`src/rtl/ram_loader_pkg.sv`:
```
// Shared types and constants for the program RAM loader.
package ram_loader_pkg;

  typedef enum logic [2:0] {
    S_IDLE,
    S_LEN,
    S_HI,
    S_LO,
    S_CHK,
    S_DONE,
    S_ERROR
  } state_e;

  localparam logic [7:0] HEADER_BYTE = 8'h55;
  // A HI byte may only carry bits [11:8] of the word in its low nibble.
  localparam logic [7:0] HI_NIB_MASK = 8'hF0;

endpackage

```
`src/rtl/loader_timeout_counter.sv`:
```
// Idle-gap watchdog. The counter holds the number of cycles elapsed since the
// last byte. expired flags the edge on which that count reaches TIMEOUT_CYCLES.
module loader_timeout_counter #(
  parameter int TIMEOUT_CYCLES = 50000
) (
  input  logic clk,
  input  logic rst,
  input  logic clear,
  input  logic enable,
  output logic expired
);

  localparam int CW = $clog2(TIMEOUT_CYCLES + 1);

  logic [CW-1:0] cnt_q, cnt_d;

  // A byte restarts the count at 1, because the next cycle is the first idle
  // cycle. Outside a frame the count is parked at 0. It saturates, so it cannot wrap.
  always_comb begin
    cnt_d = cnt_q;
    if (clear)
      cnt_d = CW'(1);
    else if (!enable)
      cnt_d = '0;
    else if (cnt_q < CW'(TIMEOUT_CYCLES))
      cnt_d = cnt_q + CW'(1);
  end

  // Count register.
  always_ff @(posedge clk or posedge rst) begin
    if (rst) cnt_q <= '0;
    else     cnt_q <= cnt_d;
  end

  assign expired = enable && !clear && (cnt_q >= CW'(TIMEOUT_CYCLES - 1));

endmodule

```
`src/rtl/ram_program_loader.sv`:
```
// Framed byte stream -> 12-bit program RAM writer. Holds the CPU halted until
// a frame with a good checksum has been fully written.
module ram_program_loader
  import ram_loader_pkg::*;
#(
  parameter int ADDR_WIDTH     = 8,
  parameter int DATA_WIDTH     = 12,
  parameter int TIMEOUT_CYCLES = 50000
) (
  input  logic                  clk,
  input  logic                  rst,
  input  logic [7:0]            rx_data,
  input  logic                  rx_valid,
  output logic [ADDR_WIDTH-1:0] mem_addr,
  output logic [DATA_WIDTH-1:0] mem_din,
  output logic                  mem_write_en,
  output logic                  cpu_halt,
  output logic                  load_done,
  output logic                  load_error,
  output logic [ADDR_WIDTH:0]   word_count
);

  // The framing packs a word into one nibble plus one byte, so the width is fixed.
  if (DATA_WIDTH != 12) begin : g_bad_width
    $error("ram_program_loader: DATA_WIDTH must be 12");
  end

  localparam int          LW        = ADDR_WIDTH + 1;
  localparam logic [31:0] MAX_WORDS = 32'(1) << ADDR_WIDTH;

  state_e                  state_q, state_d;
  logic [LW-1:0]           len_q, len_d;
  logic [LW-1:0]           wc_q, wc_d;
  logic [3:0]              nib_q, nib_d;
  logic [7:0]              xor_q, xor_d;
  logic [ADDR_WIDTH-1:0]   addr_q, addr_d;
  logic [DATA_WIDTH-1:0]   din_q, din_d;
  logic                    we_q, we_d;
  logic                    halt_q, halt_d;
  logic                    done_q, done_d;
  logic                    err_q, err_d;
  logic                    to_en, to_expired;

  assign to_en = (state_q == S_LEN) || (state_q == S_HI) ||
                 (state_q == S_LO)  || (state_q == S_CHK);

  loader_timeout_counter #(.TIMEOUT_CYCLES(TIMEOUT_CYCLES)) u_timeout (
    .clk     (clk),
    .rst     (rst),
    .clear   (rx_valid),
    .enable  (to_en),
    .expired (to_expired)
  );

  // Next-state and datapath. A byte takes priority over a timeout in the same
  // cycle. Words already written stay written when the frame aborts.
  always_comb begin
    state_d = state_q;
    len_d   = len_q;
    wc_d    = wc_q;
    nib_d   = nib_q;
    xor_d   = xor_q;
    addr_d  = addr_q;
    din_d   = din_q;
    we_d    = 1'b0;
    halt_d  = halt_q;
    done_d  = done_q;
    err_d   = err_q;
    if (rx_valid) begin
      unique case (state_q)
        S_IDLE, S_DONE, S_ERROR: begin
          if (rx_data == HEADER_BYTE) begin
            state_d = S_LEN;
            xor_d   = '0;
            wc_d    = '0;
            done_d  = 1'b0;
            err_d   = 1'b0;
            halt_d  = 1'b1;
          end
        end
        S_LEN: begin
          xor_d = xor_q ^ rx_data;
          if ({24'd0, rx_data} > MAX_WORDS) begin
            state_d = S_ERROR;
            err_d   = 1'b1;
          end else if (rx_data == 8'd0) begin
            state_d = S_CHK;
          end else begin
            len_d   = LW'(rx_data);
            state_d = S_HI;
          end
        end
        S_HI: begin
          xor_d = xor_q ^ rx_data;
          if ((rx_data & HI_NIB_MASK) != 8'd0) begin
            state_d = S_ERROR;
            err_d   = 1'b1;
          end else begin
            nib_d   = rx_data[3:0];
            state_d = S_LO;
          end
        end
        S_LO: begin
          xor_d   = xor_q ^ rx_data;
          we_d    = 1'b1;
          addr_d  = wc_q[ADDR_WIDTH-1:0];
          din_d   = {nib_q, rx_data};
          wc_d    = wc_q + LW'(1);
          state_d = (wc_q + LW'(1) == len_q) ? S_CHK : S_HI;
        end
        S_CHK: begin
          if (rx_data == xor_q) begin
            state_d = S_DONE;
            done_d  = 1'b1;
            halt_d  = 1'b0;
          end else begin
            state_d = S_ERROR;
            err_d   = 1'b1;
          end
        end
        default: state_d = S_IDLE;
      endcase
    end else if (to_expired) begin
      state_d = S_ERROR;
      err_d   = 1'b1;
    end
  end

  // State and output registers.
  always_ff @(posedge clk or posedge rst) begin
    if (rst) begin
      state_q <= S_IDLE;
      len_q   <= '0;
      wc_q    <= '0;
      nib_q   <= '0;
      xor_q   <= '0;
      addr_q  <= '0;
      din_q   <= '0;
      we_q    <= 1'b0;
      halt_q  <= 1'b1;
      done_q  <= 1'b0;
      err_q   <= 1'b0;
    end else begin
      state_q <= state_d;
      len_q   <= len_d;
      wc_q    <= wc_d;
      nib_q   <= nib_d;
      xor_q   <= xor_d;
      addr_q  <= addr_d;
      din_q   <= din_d;
      we_q    <= we_d;
      halt_q  <= halt_d;
      done_q  <= done_d;
      err_q   <= err_d;
    end
  end

  assign mem_addr     = addr_q;
  assign mem_din      = din_q;
  assign mem_write_en = we_q;
  assign cpu_halt     = halt_q;
  assign load_done    = done_q;
  assign load_error   = err_q;
  assign word_count   = wc_q;

endmodule

```
`config.mk`:
```
export PLATFORM = sky130hd
export DESIGN_NAME = ram_program_loader
export DESIGN_NICKNAME = d
export VERILOG_FILES = /design/src/rtl/ram_loader_pkg.sv /design/src/rtl/loader_timeout_counter.sv /design/src/rtl/ram_program_loader.sv
export SDC_FILE = /design/constraint.sdc
export NUM_CORES = 1
export LEC_CHECK = 0
export ABC_AREA = 0
export BUFFER_PORTS_ARGS = -buffer_cell sky130_fd_sc_hd__buf_4
export CORE_ASPECT_RATIO = 0.8
export CORE_MARGIN = 5
export CORE_UTILIZATION = 59
export CTS_CLUSTER_SIZE = 40
export DETAILED_ROUTE_END_ITERATION = 10
export GPL_TIMING_DRIVEN = 0
export PLACE_DENSITY_LB_ADDON = 0.2
export SLEW_MARGIN = 20
export SYNTH_ARGS = -nofsm -noshare
export SYNTH_HDL_FRONTEND = slang
export SYNTH_HIERARCHICAL = 1
export SYNTH_SLANG_ARGS = --single-unit
```
`constraint.sdc`:
```
create_clock -name clk -period 2.73 [get_ports clk]
set_input_delay 0.546 -clock clk [delete_from_list [all_inputs] [get_ports clk]]
set_output_delay 0.546 -clock clk [all_outputs]
set_load 0.01 [all_outputs]
```
==> results.ini <==
[global_routing]
grt_max_degree = 57
antenna_found_initial = 0
grt_usage = 0.2473
grt_pass1_wl_um = 16110
grt_pass1_vias = 3310
grt-ovfl-total = 0

[die]
fp-row-count = 26
start_util = 0.6080
die_x_um = 100.9
dieArea_sq_um = 8339
pin_count = 44
coreArea_sq_um = 6409
die_h_um = 82.69

[min_path]
min-delay-path-class = in -> async

[setup_path]
crit_arrival_ns = 2.69
worstSetupEndpointType = register
r2r_setup_slack_ns = 0.31
start_kind = register
worstRegToRegCells = 8
crit_required_ns = 2.99
critical_path.max_fanout = 10
crit_type = reg -> reg

[synth]
yosysMostFrequentCell = nand2_1
synth_xor_area_frac = 0.05106
synth-seq-cells = 72
ys_types = 61
yosys-top-cells-area = dfrtp_1 46%, nand2_1 9.2%, a21oi_1 3.7%, xnor2_1 3.6%, o31ai_1 3.1%
synth_top_family_by_area = simple AND/OR/NAND/NOR gates
synth_common_cells = 95 x nand2_1, 71 x dfrtp_1, 29 x a21oi_1
syn_inst = 425
synth_adder_area_share = 0.006423
synth_ff_type = dfrtp_1
yosysSeqAreaShare = 0.4627
synth_edf_count = 0
async_flop_share = 1.000
netlist_area_sq_um = 3896
synth_top_cell_by_area = dfrtp_1
synth_mux_area_frac = 0.03725
syn_avg_cell_area_sq_um = 9.168
yosys.area_share.simple = 0.2460
yosys_warnings = 6
synth_nets = 438
synth-compound-area-share = 0.1577
synth_top_area_frac = 0.4560

[power]
power.internal_mw = 2.604
combPwrFrac = 0.358
vdd_ir_drop_max_uv = 499.5
p_seq_frac = 0.391
netSwitchingFraction = 0.3590
p_leak_nw = 2.087
pwr-share-clk = 0.251
power.density_nw_per_um2 = 895.1
total_power_mw = 4.062
switchingPower_mw = 1.458

[run]
maxCapViolCount = 0

[route]
drcViolationCount = 0
vias = 3376
ant_nets = 0
drt_iter0_drc = 171
wl_um = 9290
routedWlPerCell_um = 16.47
first_pass_iters = 5
avgViaCountPerCell = 5.986

[timing]
finalCritPeriodShare = 0.8870
fin_skew_ns = 0.008689
finalSetupViolations = 0
hold_viol_final = 0
drv_slew = 0
rsz0062_at_grt = false
fmax_mhz = 413.0
slew_headroom = 0.5050
worstMarginPinSlew_ns = 0.7397
period_minus_slack_ns = 2.422
final.setup.tns_ns = 0

[finish]
fin_nets = 488
final_cells = 564
antenna_cells = 0
area_growth_pct = 16.47
drive_gt1_frac = 0.1750

[placed_design]
gp_congestion = 0.8202
portBuffers = 39
place_inst = 548
dp_hpwl_um = 6240

[clocking]
post_cts_resized = 0
hold_buffers = 0
clock-sinks = 72
cts_tree = done
htreeDepth = 3
clockBufferDepth = 2
cts_setup_buffers = 0
cts_buffers = 9
clk_pin_slew_ns = 0.08
cts_root_buf = clkbuf_8
clk_latency_ns = 0.35

[outcome]
status = completed

## metal layers
| metal | part of all wire | GRT usage | wire length, um |
|---|---|---|---|
| met3 | 0.079 | 0.07221 | 732 |
| met1 | 0.44 | 0.3244 | 4051 |
| met2 | 0.47 | 0.4001 | 4386 |
| met4 | 0.013 | 0.07402 | 120 |
| met5 | 0 | 0 | 0 |
## logic make-up (layout without fill, tap and decap cells)
kind of cell	after synthesis	count (layout)
multiplexers	13	13
adder cells (fa/ha/maj)	2	2
flip-flops	72	72
AND/OR/NAND/NOR	190	190
XOR/XNOR	21	21
buffers and inverters	32	87
AO/OA/AOI/OAI	95	95
## worst paths after layout
path / end / from
setup / recovery: state_q[2] / state_q[2]
hold / removal: u_timeout/cnt_q[10] / rst
setup reg to reg: state_q[2] / state_q[2]
hold reg to reg: cpu_halt / cpu_halt
max in group asynchronous: state_q[0] / rst
min in group clk: u_timeout/cnt_q[0] / rx_valid
## worst max-delay path, stage by stage, from the launching register on
cell and delay (ns):
dfrtp_1 0.36, buf_2 0.21, clkbuf_1 0.43, xnor2_1 0.23, nand2b_1 0.24, a31oi_1 0.20, nor2b_1 0.38, nor4_2 0.10
a22oi_1 0.18
## power groups by stage
stage / Combinational, mW / Sequential, mW / Clock [mW]
after detailed placement: 1.45 / 1.60 / 0
after CTS: 1.46 / 1.59 / 1.04
after global routing: 1.63 / 1.63 / 1.09
final: 1.45 / 1.59 / 1.02
after floorplan: 1.01 / 1.59 / 0
after global placement: 1.40 / 1.58 / 0
## cells in the final DEF (no fill, tap or decap), drive strengths merged, types with 5 or more instances in the layout
cell type / n
and3: 5
nand2: 95
nor2: 23
a31oi: 6
o21ai: 24
nor4: 6
mux2: 12
nand3: 10
nand2b: 6
nand4: 10
inv: 5
xnor2: 16
or4: 8
a21oi: 29
dfrtp: 71
clkbuf: 22
o31ai: 17
or3: 7
buf: 53
## registers in the layout (all words and copies together), names as in the netlist
| register | cells |
|---|---|
| cpu_halt | 1 |
| len_q | 8 |
| load_done | 1 |
| load_error | 1 |
| mem_addr | 8 |
| mem_din | 12 |
| mem_write_en | 1 |
| nib_q | 4 |
| state_q | 3 |
| u_timeout/cnt_q | 16 |
| word_count | 9 |
| xor_q | 8 |
## through the flow
stage | hold slack (ns) | setup WS, ns | utilization | cell area [sq um]
2_1_floorplan | 0.4331 | 0.7115 | - | 3896
3_3_place_gp | 0.4503 | 0.07189 | 0.6701 | 4294
5_1_grt | 0.3579 | 0.1481 | 0.7081 | 4538
3_5_place_dp | 0.4526 | 0.3964 | 0.6704 | 4297
6_report | 0.2992 | 0.3085 | 0.7081 | 4538
4_1_cts | 0.3147 | 0.3464 | 0.7081 | 4538
## cell type report
cell class,instances,area (sq um)
buffer,27,132.6
clock buffer,9,123.9
clock inverter,7,117.6
fill,479,1871
inverter,5,21.27
multi-input combinational,321,1942
sequential,72,1803
tap,84,105.1
timing repair buffer,39,292.8
Power figures use the tool's default switching activity.
